**src/rtl/crtc_pkg.sv**
```systemverilog
// Shared constants for the CRTC/Z80 bus arbiter: FSM state codes, default
// timing parameters and counter widths.
package crtc_pkg;

  localparam int MIN_CPU_GAP_DEF = 16;
  localparam int ACK_TIMEOUT_DEF = 4095;

  localparam int TMO_W = 12;
  localparam int GAP_W = 16;

  typedef logic [2:0] state_t;

  localparam state_t ST_IDLE    = 3'd0;
  localparam state_t ST_REQ     = 3'd1;
  localparam state_t ST_GRANT   = 3'd2;
  localparam state_t ST_RELEASE = 3'd3;
  localparam state_t ST_HOLDOFF = 3'd4;

  typedef logic [TMO_W-1:0] tmo_cnt_t;
  typedef logic [GAP_W-1:0] gap_cnt_t;

  // The wait counter parks at all-ones instead of wrapping back to zero.
  function automatic tmo_cnt_t tmo_sat_inc(input tmo_cnt_t v);
    return (&v) ? v : v + tmo_cnt_t'(1);
  endfunction

endpackage

```
**src/rtl/sync2.sv**
```systemverilog
// Two-flop synchroniser for asynchronous Z80 strobes; both flops reset to
// RESET_VAL so an idle-high strobe reads inactive straight out of reset.
module sync2 #(
  parameter logic RESET_VAL = 1'b1
) (
  input  logic clk,
  input  logic reset_n,
  input  logic d,
  output logic q
);

  logic meta;

  always_ff @(posedge clk or negedge reset_n) begin
    if (!reset_n) begin
      meta <= RESET_VAL;
      q    <= RESET_VAL;
    end else begin
      meta <= d;
      q    <= meta;
    end
  end

endmodule

```
**src/rtl/crtc_busarb.sv**
```systemverilog
// Arbitrates the shared video RAM between the Z80 and CRTC row-fetch DMA,
// using the Z80 BUSRQ/BUSAK handshake.
//
//   state   | meaning
//   --------+----------------------------------------------------------
//   IDLE    | CPU owns the bus, waiting for a CRTC request
//   REQ     | BUSRQ asserted, waiting for BUSAK (cancel / timeout possible)
//   GRANT   | CRTC owns the bus, RAM address taken from crtc_adr
//   RELEASE | BUSRQ released, waiting for BUSAK to return high
//   HOLDOFF | guaranteed CPU window before the next CRTC request
module crtc_busarb
  import crtc_pkg::*;
#(
  parameter int MIN_CPU_GAP = MIN_CPU_GAP_DEF,
  parameter int ACK_TIMEOUT = ACK_TIMEOUT_DEF
) (
  input  logic        clk,
  input  logic        reset_n,
  input  logic        crtc_busreq,
  output logic        crtc_busack,
  input  logic [16:0] crtc_adr,
  output logic        cpu_busrq_n,
  input  logic        cpu_busak_n,
  input  logic [15:0] cpu_adr,
  input  logic        cpu_mreq_n,
  input  logic        cpu_wr_n,
  output logic [16:0] ram_adr,
  output logic        ram_we,
  output logic        dma_active,
  output logic        err_timeout
);

  state_t   state;
  state_t   state_next;
  tmo_cnt_t tmo_cnt;
  gap_cnt_t gap_cnt;
  logic     busak_s;
  logic     tmo_last;
  logic     gap_last;
  logic     timeout_hit;
  logic     in_grant;

  sync2 #(.RESET_VAL(1'b1)) u_sync_busak (
    .clk     (clk),
    .reset_n (reset_n),
    .d       (cpu_busak_n),
    .q       (busak_s)
  );

  // Extended by one bit so the "+1" never wraps and a zero parameter
  // still terminates after a single cycle.
  assign tmo_last = ({1'b0, tmo_cnt} + 13'd1) >= 13'(ACK_TIMEOUT);
  assign gap_last = ({1'b0, gap_cnt} + 17'd1) >= 17'(MIN_CPU_GAP);

  always_comb begin
    state_next  = state;
    timeout_hit = 1'b0;
    case (state)
      ST_IDLE: begin
        if (crtc_busreq) state_next = ST_REQ;
      end
      ST_REQ: begin
        // A cancel beats an acknowledge arriving in the same cycle.
        if (!crtc_busreq) begin
          state_next = ST_RELEASE;
        end else if (!busak_s) begin
          state_next = ST_GRANT;
        end else if (tmo_last) begin
          state_next  = ST_RELEASE;
          timeout_hit = 1'b1;
        end
      end
      ST_GRANT: begin
        if (!crtc_busreq) state_next = ST_RELEASE;
      end
      ST_RELEASE: begin
        if (busak_s) state_next = ST_HOLDOFF;
      end
      ST_HOLDOFF: begin
        if (gap_last) state_next = ST_IDLE;
      end
      default: state_next = ST_IDLE;
    endcase
  end

  always_ff @(posedge clk or negedge reset_n) begin
    if (!reset_n) begin
      state       <= ST_IDLE;
      cpu_busrq_n <= 1'b1;
      crtc_busack <= 1'b0;
      err_timeout <= 1'b0;
      tmo_cnt     <= '0;
      gap_cnt     <= '0;
    end else begin
      state       <= state_next;
      cpu_busrq_n <= !((state_next == ST_REQ) || (state_next == ST_GRANT));
      crtc_busack <= (state_next == ST_GRANT);
      if (timeout_hit) err_timeout <= 1'b1;

      if ((state != ST_REQ) && (state_next == ST_REQ)) begin
        tmo_cnt <= '0;
      end else if (state == ST_REQ) begin
        tmo_cnt <= tmo_sat_inc(tmo_cnt);
      end

      if ((state != ST_HOLDOFF) && (state_next == ST_HOLDOFF)) begin
        gap_cnt <= '0;
      end else if (state == ST_HOLDOFF) begin
        gap_cnt <= gap_cnt + gap_cnt_t'(1);
      end
    end
  end

  assign in_grant   = (state == ST_GRANT);
  assign dma_active = in_grant;

  // reset_n gates the write strobe so nothing lands in RAM while held in reset.
  assign ram_adr = in_grant ? crtc_adr : {1'b0, cpu_adr};
  assign ram_we  = reset_n & ~in_grant & ~cpu_mreq_n & ~cpu_wr_n;

endmodule
```
**config.mk**
```make
export PLATFORM = sky130hd
export DESIGN_NAME = crtc_busarb
export DESIGN_NICKNAME = d
export VERILOG_FILES = /design/src/rtl/crtc_pkg.sv /design/src/rtl/sync2.sv /design/src/rtl/crtc_busarb.sv
export SDC_FILE = /design/constraint.sdc
export NUM_CORES = 1
export LEC_CHECK = 0
export CORE_ASPECT_RATIO = 2
export CORE_MARGIN = 10
export CORE_UTILIZATION = 49
export DETAILED_ROUTE_END_ITERATION = 10
export GPL_TIMING_DRIVEN = 0
export PLACE_DENSITY = 0.8
export SLEW_MARGIN = 20
export SYNTH_ARGS = -nofsm -noshare
export SYNTH_HDL_FRONTEND = slang
export SYNTH_SLANG_ARGS = --single-unit
export TNS_END_PERCENT = 10
```
**constraint.sdc**
```tcl
create_clock -name clk -period 2.26 [get_ports clk]
set_input_delay 0.452 -clock clk [delete_from_list [all_inputs] [get_ports clk]]
set_output_delay 0.452 -clock clk [all_outputs]
set_load 0.01 [all_outputs]
```
After elaboration in Yosys (flattened, before gate mapping)
Cells that the tools add are included.
Widths: inputs -> output; s select.
{"block": "word_totals", "reg_bits": 36, "out_inout_bits": 22}
{"block": "classes", "addsub": 4, "n_lt_le_gt_ge": 2, "n_eq_ne": 10, "mux": 18, "bitwise_logic": 6, "n_reduce_logical": 9}
{"op": "$mux 12", "n": 3}
{"op": "$mux 16", "n": 2}
{"op": "$mux 3", "n": 7}
{"op": "$add 16x1->17 const B", "n": 1}
{"op": "$ge 17x5->1 const B", "n": 1}
{"op": "$mux 17", "n": 1}
{"op": "$add 16x1->16 const B", "n": 1}
{"op": "$pmux 3 s5", "n": 1}
{"op": "$add 12x1->13 const B", "n": 1}
{"op": "$ge 13x12->1 const B", "n": 1}
{"op": "$add 12x1->12 const B", "n": 1}
{"op": "$reduce_and 12->1", "n": 1}
{"op": "$eq 3x2->1 const B", "n": 3}
{"op": "$eq 3x1->1 const B", "n": 2}
{"op": "$eq 3x3->1 const B", "n": 2}
{"op": "$mux 1", "n": 4}
{"op": "$reduce_bool 2->1", "n": 2}
{"op": "$and 1x1->1", "n": 3}
{"op": "$logic_not 3->1", "n": 1}
{"op": "$ne 3x1->1 const B", "n": 1}
{"op": "$ne 3x3->1 const B", "n": 1}
{"op": "$not 1->1", "n": 3}
{"op": "$logic_and 1x1->1", "n": 2}
{"op": "$ne 2x2->1 const B", "n": 1}
{"op": "other kinds (3)", "n": 3}

Longest topological paths before layout
Gate-level depths: netlist (run 1).
{"block": "depth", "ltp_word": 10, "depth_mapped": 9, "ltp_nobuf": 8}

Cells and area by module
Synthesis (run 1) repeated with hierarchy kept, for this count alone.
{"block": "hier_totals", "cells_unflattened": 268, "hier_area_um2": 2418.6}
{"module": "crtc_busarb", "n_inst": 1, "cells_per_inst": 266, "area_per_inst_um2": 2366.0}
{"module": "sync2", "n_inst": 1, "cells_per_inst": 2, "area_per_inst_um2": 52.6}

Least setup slack after synthesis (run 1)
No wires, ideal clock.
{"block": "synth_timing", "kind": "register to output", "startpoint": "register state[0]", "endpoint": "output ram_adr[10]", "arrival_ps": 1486, "required_time_ps": 1808, "setup_slack_ps": 322, "stages_incl_launch_ff": 6, "cell_sequence": "dfrtp_1 > buf_4 > nor3b_1 > buf_2 > buf_2 > mux2_2"}
{"block": "synth_via", "elab_chain_len": 2}
{"item": "from (decl)", "line": "crtc_busarb.sv:33", "rtl": "state_t state;"}
{"item": "from (signal assigned)", "line": "crtc_busarb.sv:95", "rtl": "state <= state_next;"}
{"item": "$eq 3x2->1", "line": "crtc_busarb.sv:114", "rtl": "assign in_grant = (state == ST_GRANT);"}
{"item": "named net dma_active", "line": "crtc_busarb.sv:29", "rtl": "output logic dma_active,"}
{"item": "$mux 17", "line": "crtc_busarb.sv:118", "rtl": "assign ram_adr = in_grant ? crtc_adr : {1'b0, cpu_adr};"}
{"item": "to (decl)", "line": "crtc_busarb.sv:27", "rtl": "output logic [16:0] ram_adr,"}
The timed path passes the listed nets, and every way through them passes these cells.

Worst setup path after layout (run 1)
{"block": "layout_timing", "startpoint": "register state[2]", "endpoint": "output ram_adr[2]"}
{"block": "layout_via", "elab_chain_len": 2}
{"item": "$eq 3x2->1", "line": "crtc_busarb.sv:114"}
{"item": "$mux 17", "line": "crtc_busarb.sv:118"}
Every way passes these cells.

==> flow_summary.toml, run 1 <==
[status]
status = "finished clean"

[power]
powerDensity_nw_per_um2 = 826
power_mw = 2.67
ir_drop_mv = 0.749
p_leak_nw = 1.45

[worst_setup_path]
startpoint_type = "register"
cp-end-kind = "primary output"
required_ps = 1810
path_max_fanout = 9
cp.arrival_ps = 1790
path_class = "register to primary output"

[floorplan]
rows = 36
initial_core_util_pct = 50.2
fp.dieW_um = 69.7
io_pins = 61
die-area_um2 = 8320
dieHeight_um = 119
core-area_um2 = 4820

[sta]
period_share_pct = 99.0
max_clock_freq_mhz = 447
setup_viol = 0
finClkSkew_ps = 8.28
rsz0062_at_grt = "true"
slew-limit-headroom_pct = 63.5
worst_pin_slew_ps = 545
hold_violations = 0
min_period_ps = 2240
finalMaxSlewViolations = 0

[placement]
hpwlAfterDp_um = 5420
postPlaceCellArea_um2 = 3110
gp_congestion = 0.876
port-buffer-count = 60

[detailed_routing]
remaining_drc_errors = 0
vias_per_cell = 5.71
totalWireLength_um = 6970
wl_per_cell_um = 17.5
drtAntennaViolNets = 0
drt_pass1_iterations = 4
vias = 2271
drt-initial-drc-count = 175

[synthesis]
synth_top_area_share_pct = 34.1
syn-num-nets = 311
ys_seq_elements = 36
netlist.top_cell.by_area = "dfrtp_1"
synthFlopType = "dfrtp_1"
synth_edf_count = 0
syn_avg_cell_area_um2 = 9.02
ys_top_cells_by_area = "dfrtp_1 (34%), mux2_2 (8.4%), o21ai_0 (5.6%)"
syn_area_um2 = 2420
async_flop_share_pct = 100
synth_cells = 268
ys_seq_area_share_pct = 37.4
ys_types = 53
yosys_warnings = 0

[final_layout]
final_cell_mix = "clkdlybuf4s50_1 (40), nor2_1 (32), dfrtp_1 (31)"
area_delta_synth_final_pct = 33.7
layout-drive-gt1-share_pct = 22.6
final_cell_area_um2 = 3230
utilization_pct = 67.1
nNetsFinal = 383
final_common_cell = "clkdlybuf4s50_1"
antenna_cells = 0

[clock_network]
clock_latency_ps = 290
path_clk_slew_ps = 70
clockRootBuffer = "clkbuf_8"
clock-sinks = 36
clock_path_buffers = 2
numCtsBuffers = 5
cts_tree = "done"
cts_max_level = 2

[grt]
grt_max_degree = 34
grt_pass1_vias = 2356
grt-ovfl-total = 0
grtUsageTotal_pct = 16.8
antenna_found_initial = 0
grt_pass1_wl_um = 11600

[run]
cap_violations = 0

[hold_path]
worst_hold_path_type = "input pin to async pin"
cells by family after synthesis:
group	Yosys count	synth area share (%)
compound gates	56	14.1
xor+xnor	16	5.79
fa+ha+maj	4	2.07
buf+inv	20	4.19
flops	36	37.4
mux	20	9.21
simple gates	116	27.2
power breakdown:
group          switching [mW]  internal (mW)
combinational           0.658          0.652
clock                   0.228          0.278
sequential              0.110          0.745
total                   0.995           1.68
critical path, stage by stage, from the launching register on:
cell	delay, ps
dfrtp_1	450
nor3b_2	200
buf_4	150
buf_12	120
mux2_2	340
clkdlybuf4s15_2	240
cells in the mapped netlist (2+ instances only):
master	instances
a21oi_1	8
a22o_1	2
a31oi_1	2
and2_1	7
and3_1	7
and4_1	2
and4b_1	3
buf_2	9
buf_4	2
clkbuf_1	4
dfrtp_1	33
dfstp_2	3
ha_1	4
inv_1	4
mux2_2	18
mux2i_1	2
nand2_1	14
nand2b_1	2
nand3_1	18
nand4_1	7
nor2_1	32
nor2_2	2
nor2b_1	2
nor3_1	6
nor4_1	2
o21ai_0	27
o21ai_1	2
o31ai_1	4
or3_1	2
xnor2_1	4
xor2_1	12
sequential cells by signal (all words and copies together) (netlist names):
register	cells
cpu_busrq_n	1
u_sync_busak.meta	1
tmo_cnt	12
state	3
u_sync_busak.q	1
gap_cnt	16
err_timeout	1
crtc_busack	1
per-stage QoR:
stage,std cells,hold WS (ps),setup TNS (ps),setup slack (ps)
floorplan,268,156,0,322
global placement,385,346,-5400,-1260
detailed placement,386,280,-1780,-244
CTS,396,124,-41.8,-41.8
global route,398,128,-365,-84.7
finish,398,134,0,22.3
final cells by class:
type | count | area, um^2
fillers | 405 | 1590
multi-input cells | 212 | 1430
flip-flops and latches | 36 | 907
repair buffers | 65 | 608
plain buffers | 16 | 103
clock buffers | 8 | 100
well taps | 57 | 71.3
inverters | 4 | 15.0
per-layer routing:
metal,up-vias,share of wire (%),track usage (%)
li1,1114,-,-
met1,1125,35,15.8
met2,24,62,34.7
met3,8,2.0,2.66
met4,0,1.3,5.21
met5,-,0,0
worst paths after layout:
path,cells past startpoint,slack [ps],endpoint,from
hold reg to reg,0,350,u_sync_busak.q,u_sync_busak.meta
max in group asynchronous,2,1540,err_timeout,reset_n
setup reg to reg,9,120,tmo_cnt[6],tmo_cnt[1]
min in group clk,0,350,u_sync_busak.q,u_sync_busak.meta
hold / removal,1,130,cpu_busrq_n,reset_n
setup / recovery,5,20,ram_adr[2],state[2]
timing repair:
action	in CTS	in global routing
hold buffers	1	0
buffers inserted	1	2
pin swaps	0	1
endpoints found under the setup margin	19	37
gates resized for setup	52	20
endpoints found under the hold margin	3	0
Note: power is estimated with default switching activity, not from simulation.
==> run 2: changes to the inputs <==
--- a/config.mk
+++ b/config.mk
@@ -8,6 +8,7 @@
 export CORE_ASPECT_RATIO = 2
 export CORE_MARGIN = 10
 export CORE_UTILIZATION = 49
+export CTS_CLUSTER_SIZE = 12
 export DETAILED_ROUTE_END_ITERATION = 10
 export GPL_TIMING_DRIVEN = 0
 export PLACE_DENSITY = 0.8
==> results of run 2 <==
Final layout, timing and power as in run 1 (identical DEF).
==> run 3: changes to the inputs <==
--- a/config.mk
+++ b/config.mk
@@ -12,6 +12,7 @@
 export DETAILED_ROUTE_END_ITERATION = 10
 export GPL_TIMING_DRIVEN = 0
 export PLACE_DENSITY = 0.8
+export RECOVER_POWER = 100
 export SLEW_MARGIN = 20
 export SYNTH_ARGS = -nofsm -noshare
 export SYNTH_HDL_FRONTEND = slang
==> run 3 against run 2 <==
Effect of this change:
- sequential power about the same
- wire length shrank 0.70%
- core utilization down 0.57 points
- worst hold slack better by 73 ps
- clock skew hardly changed
- setup slack about the same
- first-iteration DRC count down 5.1%
- sequential share of layout area rose by 0.24 points
- final cell count unchanged
- fmax is essentially flat
- non-clock buffer count stayed put
- register-to-register slack is essentially flat
- critical endpoint unchanged
- largest power group unchanged
==> flow_summary.toml, run 3 (synthesized netlist as in run 1, its figures left out) <==
[final_layout]
layout.cells.non_filler = 398
antenna_cells = 0
layout-drive-gt1-share_pct = 22.0
top_register = "gap_cnt"
area_delta_synth_final_pct = 32.5
utilization_pct = 66.5
largest_reg_flops = 16
final_common_cell = "clkdlybuf4s50_1"
top_regs = "gap_cnt (16), tmo_cnt (12), state (3)"
nNetsFinal = 383
final_cell_mix = "clkdlybuf4s50_1 (35), nor2_1 (33), dfrtp_1 (31)"

[placement]
gp_congestion = 0.876
port-buffer-count = 60
dp.cells = 386
hpwlAfterDp_um = 5420

[sta]
min_period_ps = 2240
finClkSkew_ps = 8.25
rsz0062_at_grt = "true"
setup_viol = 0
slew-limit-headroom_pct = 63.8
worst_pin_slew_ps = 541
holdWs_ps = 207
hold_violations = 0
finalMaxSlewViolations = 0
max_clock_freq_mhz = 447
period_share_pct = 99.0

[power]
power_mw = 2.66
ir_drop_mv = 0.744
p_leak_nw = 1.40
powerDensity_nw_per_um2 = 830

[clock_network]
clock_latency_ps = 290
clock-sinks = 36
path_clk_slew_ps = 70
cts_max_level = 2
clockRootBuffer = "clkbuf_8"
numCtsBuffers = 5
cts_tree = "done"
clock_path_buffers = 2

[detailed_routing]
remaining_drc_errors = 0
top_layer = "met4"
vias_per_cell = 5.67
met1Wirelength_um = 2400
wl_met3_um = 149
drtAntennaViolNets = 0
drt_pass1_iterations = 4
met2WireLength_um = 4280
vias = 2256
wl_per_cell_um = 17.4
totalWireLength_um = 6920
drt-initial-drc-count = 166

[status]
status = "finished clean"

[grt]
grtUsageTotal_pct = 16.8
antenna_found_initial = 0
grt_pass1_wl_um = 11600
grt-ovfl-total = 0
grt_max_degree = 34
grt_pass1_vias = 2356

[worst_setup_path]
reg2reg_depth = 9
cp.arrival_ps = 1790
path_class = "register to primary output"
cp_cell_sequence = "nor3b_2, buf_4, buf_12, mux2_2, clkdlybuf4s15_2"
r2r-end = "tmo_cnt[6]"
required_ps = 1810
slowest_stage = "dfrtp_1"
rrSetupSlack_ps = 110
reg2reg_from = "tmo_cnt[1]"
slowest_delay_ps = 450
path_max_fanout = 9
cp-end-kind = "primary output"
startpoint_type = "register"

[floorplan]
initial_core_util_pct = 50.2
rows = 36
dieHeight_um = 119
die-area_um2 = 8320
io_pins = 61
core-area_um2 = 4820
fp.dieW_um = 69.7

[run]
cap_violations = 0

[hold_path]
worst_hold_path_type = "input pin to async pin"
[run 3: worst max path at each step]
stage | start | end | slack [ps] | cells past startpoint
after floorplan | state[0] | ram_adr[10] | 320 | 5
after global placement | reset_n | ram_we | -1260 | 3
after detailed placement | state[0] | ram_adr[15] | -240 | 6
after CTS | state[0] | ram_adr[7] | -40 | 6
after global routing | state[2] | ram_adr[2] | -80 | 5
final | state[2] | ram_adr[2] | 20 | 5
[run 3: per-layer routing]
| layer | up-vias | track usage [%] |
|---|---|---|
| li1 | 1112 | - |
| met4 | 0 | 5.21 |
| met5 | - | 0 |
| met2 | 24 | 34.7 |
| met1 | 1112 | 15.8 |
| met3 | 8 | 2.66 |
[run 3: power by group]
group / switching (mW) / internal, mW
Combinational: 0.657 / 0.644
Clock: 0.227 / 0.278
Sequential: 0.109 / 0.745
Total: 0.992 / 1.67
[run 3: worst max-delay path: cells and delay by family (launching register included)]
kind	cells	cell delay (ps)
buf+inv	3	510
simple gates	1	200
mux	1	340
flops	1	450
[run 3: layout make-up]
class | instances | area, um^2
buffer | 16 | 103
clock buffer | 8 | 100
fill | 410 | 1610
inverter | 4 | 15.0
multi-input combinational | 212 | 1400
sequential | 36 | 907
tap | 57 | 71.3
timing repair buffer | 65 | 607
[run 3: stage by stage]
| stage | TNS (ps) | cell area, um^2 | worst slack, ps |
|---|---|---|---|
| 2_1_floorplan | 0 | 2420 | 322 |
| 3_3_place_gp | -5400 | 3090 | -1260 |
| 3_5_place_dp | -1780 | 3110 | -244 |
| 4_1_cts | -41.8 | 3230 | -41.8 |
| 5_1_grt | -561 | 3210 | -84.7 |
| 6_report | 0 | 3210 | 22.6 |
[run 3: timing repair]
action | 4_1_cts | 5_1_grt
hold buffers | 1 | 0
hold endpoints to repair | 3 | 0
gates cloned | 0 | 0
pin swaps | 0 | 1
resized for setup | 52 | 20
setup buffers | 1 | 2
setup endpoints to repair | 19 | 37
==> RTL edit, RTL diff (flow settings as in run 2) <==
`RESET_VAL` is set to 1'b1 in 2 places; all go to 1'b0.
--- a/src/rtl/sync2.sv
+++ b/src/rtl/sync2.sv
@@ -3,3 +3,3 @@
 module sync2 #(
-  parameter logic RESET_VAL = 1'b1
+  parameter logic RESET_VAL = 1'b0
 ) (
--- a/src/rtl/crtc_busarb.sv
+++ b/src/rtl/crtc_busarb.sv
@@ -42,3 +42,3 @@
 
-  sync2 #(.RESET_VAL(1'b1)) u_sync_busak (
+  sync2 #(.RESET_VAL(1'b0)) u_sync_busak (
     .clk     (clk),
Behaviour: not the same (Yosys sat finds a counterexample within 4 cycles, from zero or initial values and one cycle with reset_n low).
==> RTL edit against run 2 <==
- the run now ends with negative setup slack left
- setup slack worse by 0.036 ns
- routed wire length is 0.52% lower
- sequential cell count stayed put
- area after synthesis is 0.10% lower
- sequential power is 0.9% higher
- hold slack better by 0.0038 ns
- total power hardly changed
- cell count is 0.25% lower
- cell area is 0.15% higher
- largest power group unchanged
- highest routed layer unchanged
==> RTL edit: results (changes against run 2) <==
* Status: finished with violations (was completed)
* Violated checks: negative setup slack
* GPL Wtd Cong at 0.874 (was 0.876)
* Worst relative slew slack at 62.3% (was 63.5%)
* Setup Skew at 0.00453 ns (was 0.00828 ns)
* Layout cells sized above 1 at 22.1% (was 22.6%)
* Global-route wire length before repair at 11.3 mm (was 11.6 mm)
* Register area share after synthesis at 37.3% (was 37.4%)
* Peak supply drop at 0.000664 V (was 0.000749 V)
* Largest net degree at the start of global routing at 34 (unchanged)
* Setup violators final at 2 (was 0)
* Xor and xnor area share after synthesis at 5.80% (was 5.79%)
* Critical Path AT at 1.82 ns (was 1.79 ns)
* Min setup slack post-route at -0.0139 ns (was 0.0223 ns)
* DP Worst Slack at -0.244 ns (about the same)
* Leakage at 1.44 nW (was 1.45 nW)
* Avg Cell Area, Syn at 9.02 sq um (about the same)
* Latest clock arrival within the worst-skew pair at 0.29 ns (about the same)
* Routed length per instance at 17.5 um (about the same)
* Final net count at 382 (was 383)
* Mux contribution to synthesized area at 9.22% (was 9.21%)
* Final std cells w/o fill at 397 (was 398)
* Area post-placement at 0.00310 sq mm (was 0.00311 sq mm)
* List of most frequent post-synthesis cells: 35 x dfrtp_1, 32 x nor2_1, 27 x o21ai_0 (was 33 x dfrtp_1, 32 x nor2_1, 27 x o21ai_0)
* Type of the worst min-delay path: in2async (unchanged)
* Synth Area in Adders at 2.07% (about the same)
* Drt initial violations at 90 (was 175)
* DP HPWL at 5.37 mm (was 5.42 mm)
* Synth Area in Compound Gates at 14.1% (about the same)
* GRT Util Overall at 16.7% (was 16.8%)
* Crit Path Max Fanout at 8 (was 9)
* Number of global-route vias before repair at 2387 (was 2356)
* Area contributors post-synth: dfrtp_1 36%, mux2_2 8.4%, o21ai_0 5.6%, nor2_1 5.0%, xor2_1 4.4% (was dfrtp_1 34%, mux2_2 8.4%, o21ai_0 5.6%, nor2_1 5.0%, xor2_1 4.3%)
* Via count at 2276 (was 2271)
* Primary FF master, synth: dfrtp_1 (unchanged)
RTL edit: metrics by stage:
stage	hold WS, ns	setup TNS, ns
after floorplan	0.156	0
final	0.138	-0.0197
after global placement	0.334	-5.92
after global routing	0.138	-0.509
after CTS	0.122	-0.0325
after detailed placement	0.282	-1.75
RTL edit: layer usage:
| metal | vias up | track usage, % | part of all wire (%) |
|---|---|---|---|
| met1 | 1105 | 14.6 | 34 |
| li1 | 1115 | - | - |
| met5 | - | 0 | 0 |
| met3 | 12 | 3.08 | 2.5 |
| met2 | 44 | 34.0 | 61 |
| met4 | 0 | 8.06 | 2.7 |
RTL edit: power breakdown:
part / leakage [nW] / switching (mW) / internal (mW)
Clock: 0.0515 / 0.239 / 0.278
Sequential: 0.473 / 0.115 / 0.747
Combinational: 0.918 / 0.650 / 0.642
Total: 1.44 / 1.00 / 1.67
RTL edit: cell type report:
class                      instances  area [sq um]
fill                             422          1580
multi-input combinational        212          1440
sequential                        36           907
timing repair buffer              64           603
buffer                            16           105
clock buffer                       8           100
tap                               57          71.3
inverter                           4          15.0
RTL edit: what timing repair did:
item                                   4_1_cts  5_1_grt
resized for setup                           58       24
endpoints found under the hold margin        3        0
hold buffers                                 1        0
setup endpoints to repair                   21       38
setup buffers                                2        0
pin swaps                                    0        2
RTL edit: final timing paths:
kind                                        start  slack [ns]  cells after the start        endpoint
worst min register to register  u_sync_busak.meta        0.35                      0  u_sync_busak.q
worst max-delay path                     state[0]       -0.01                      6      ram_adr[8]
min in group clk                u_sync_busak.meta        0.35                      0  u_sync_busak.q
worst min-delay path                      reset_n        0.14                      1     cpu_busrq_n
worst max register to register         tmo_cnt[0]        0.13                      7     err_timeout
max in group asynchronous                 reset_n        1.53                      2     err_timeout
RTL edit: cell families (layout without fill, tap and decap cells):
logic type      Yosys count  after routing
compound gates           56             56
xor+xnor                 16             16
mux                      20             20
flops                    36             36
fa+ha+maj                 4              4
buf+inv                  20             92
simple gates            116            116
RTL edit: worst max-delay path: stages, from the launching register on:
cell	delay, ns
dfrtp_1	0.38
buf_6	0.13
nor3b_2	0.16
buf_4	0.17
buf_4	0.13
mux2_2	0.32
clkdlybuf4s15_2	0.23
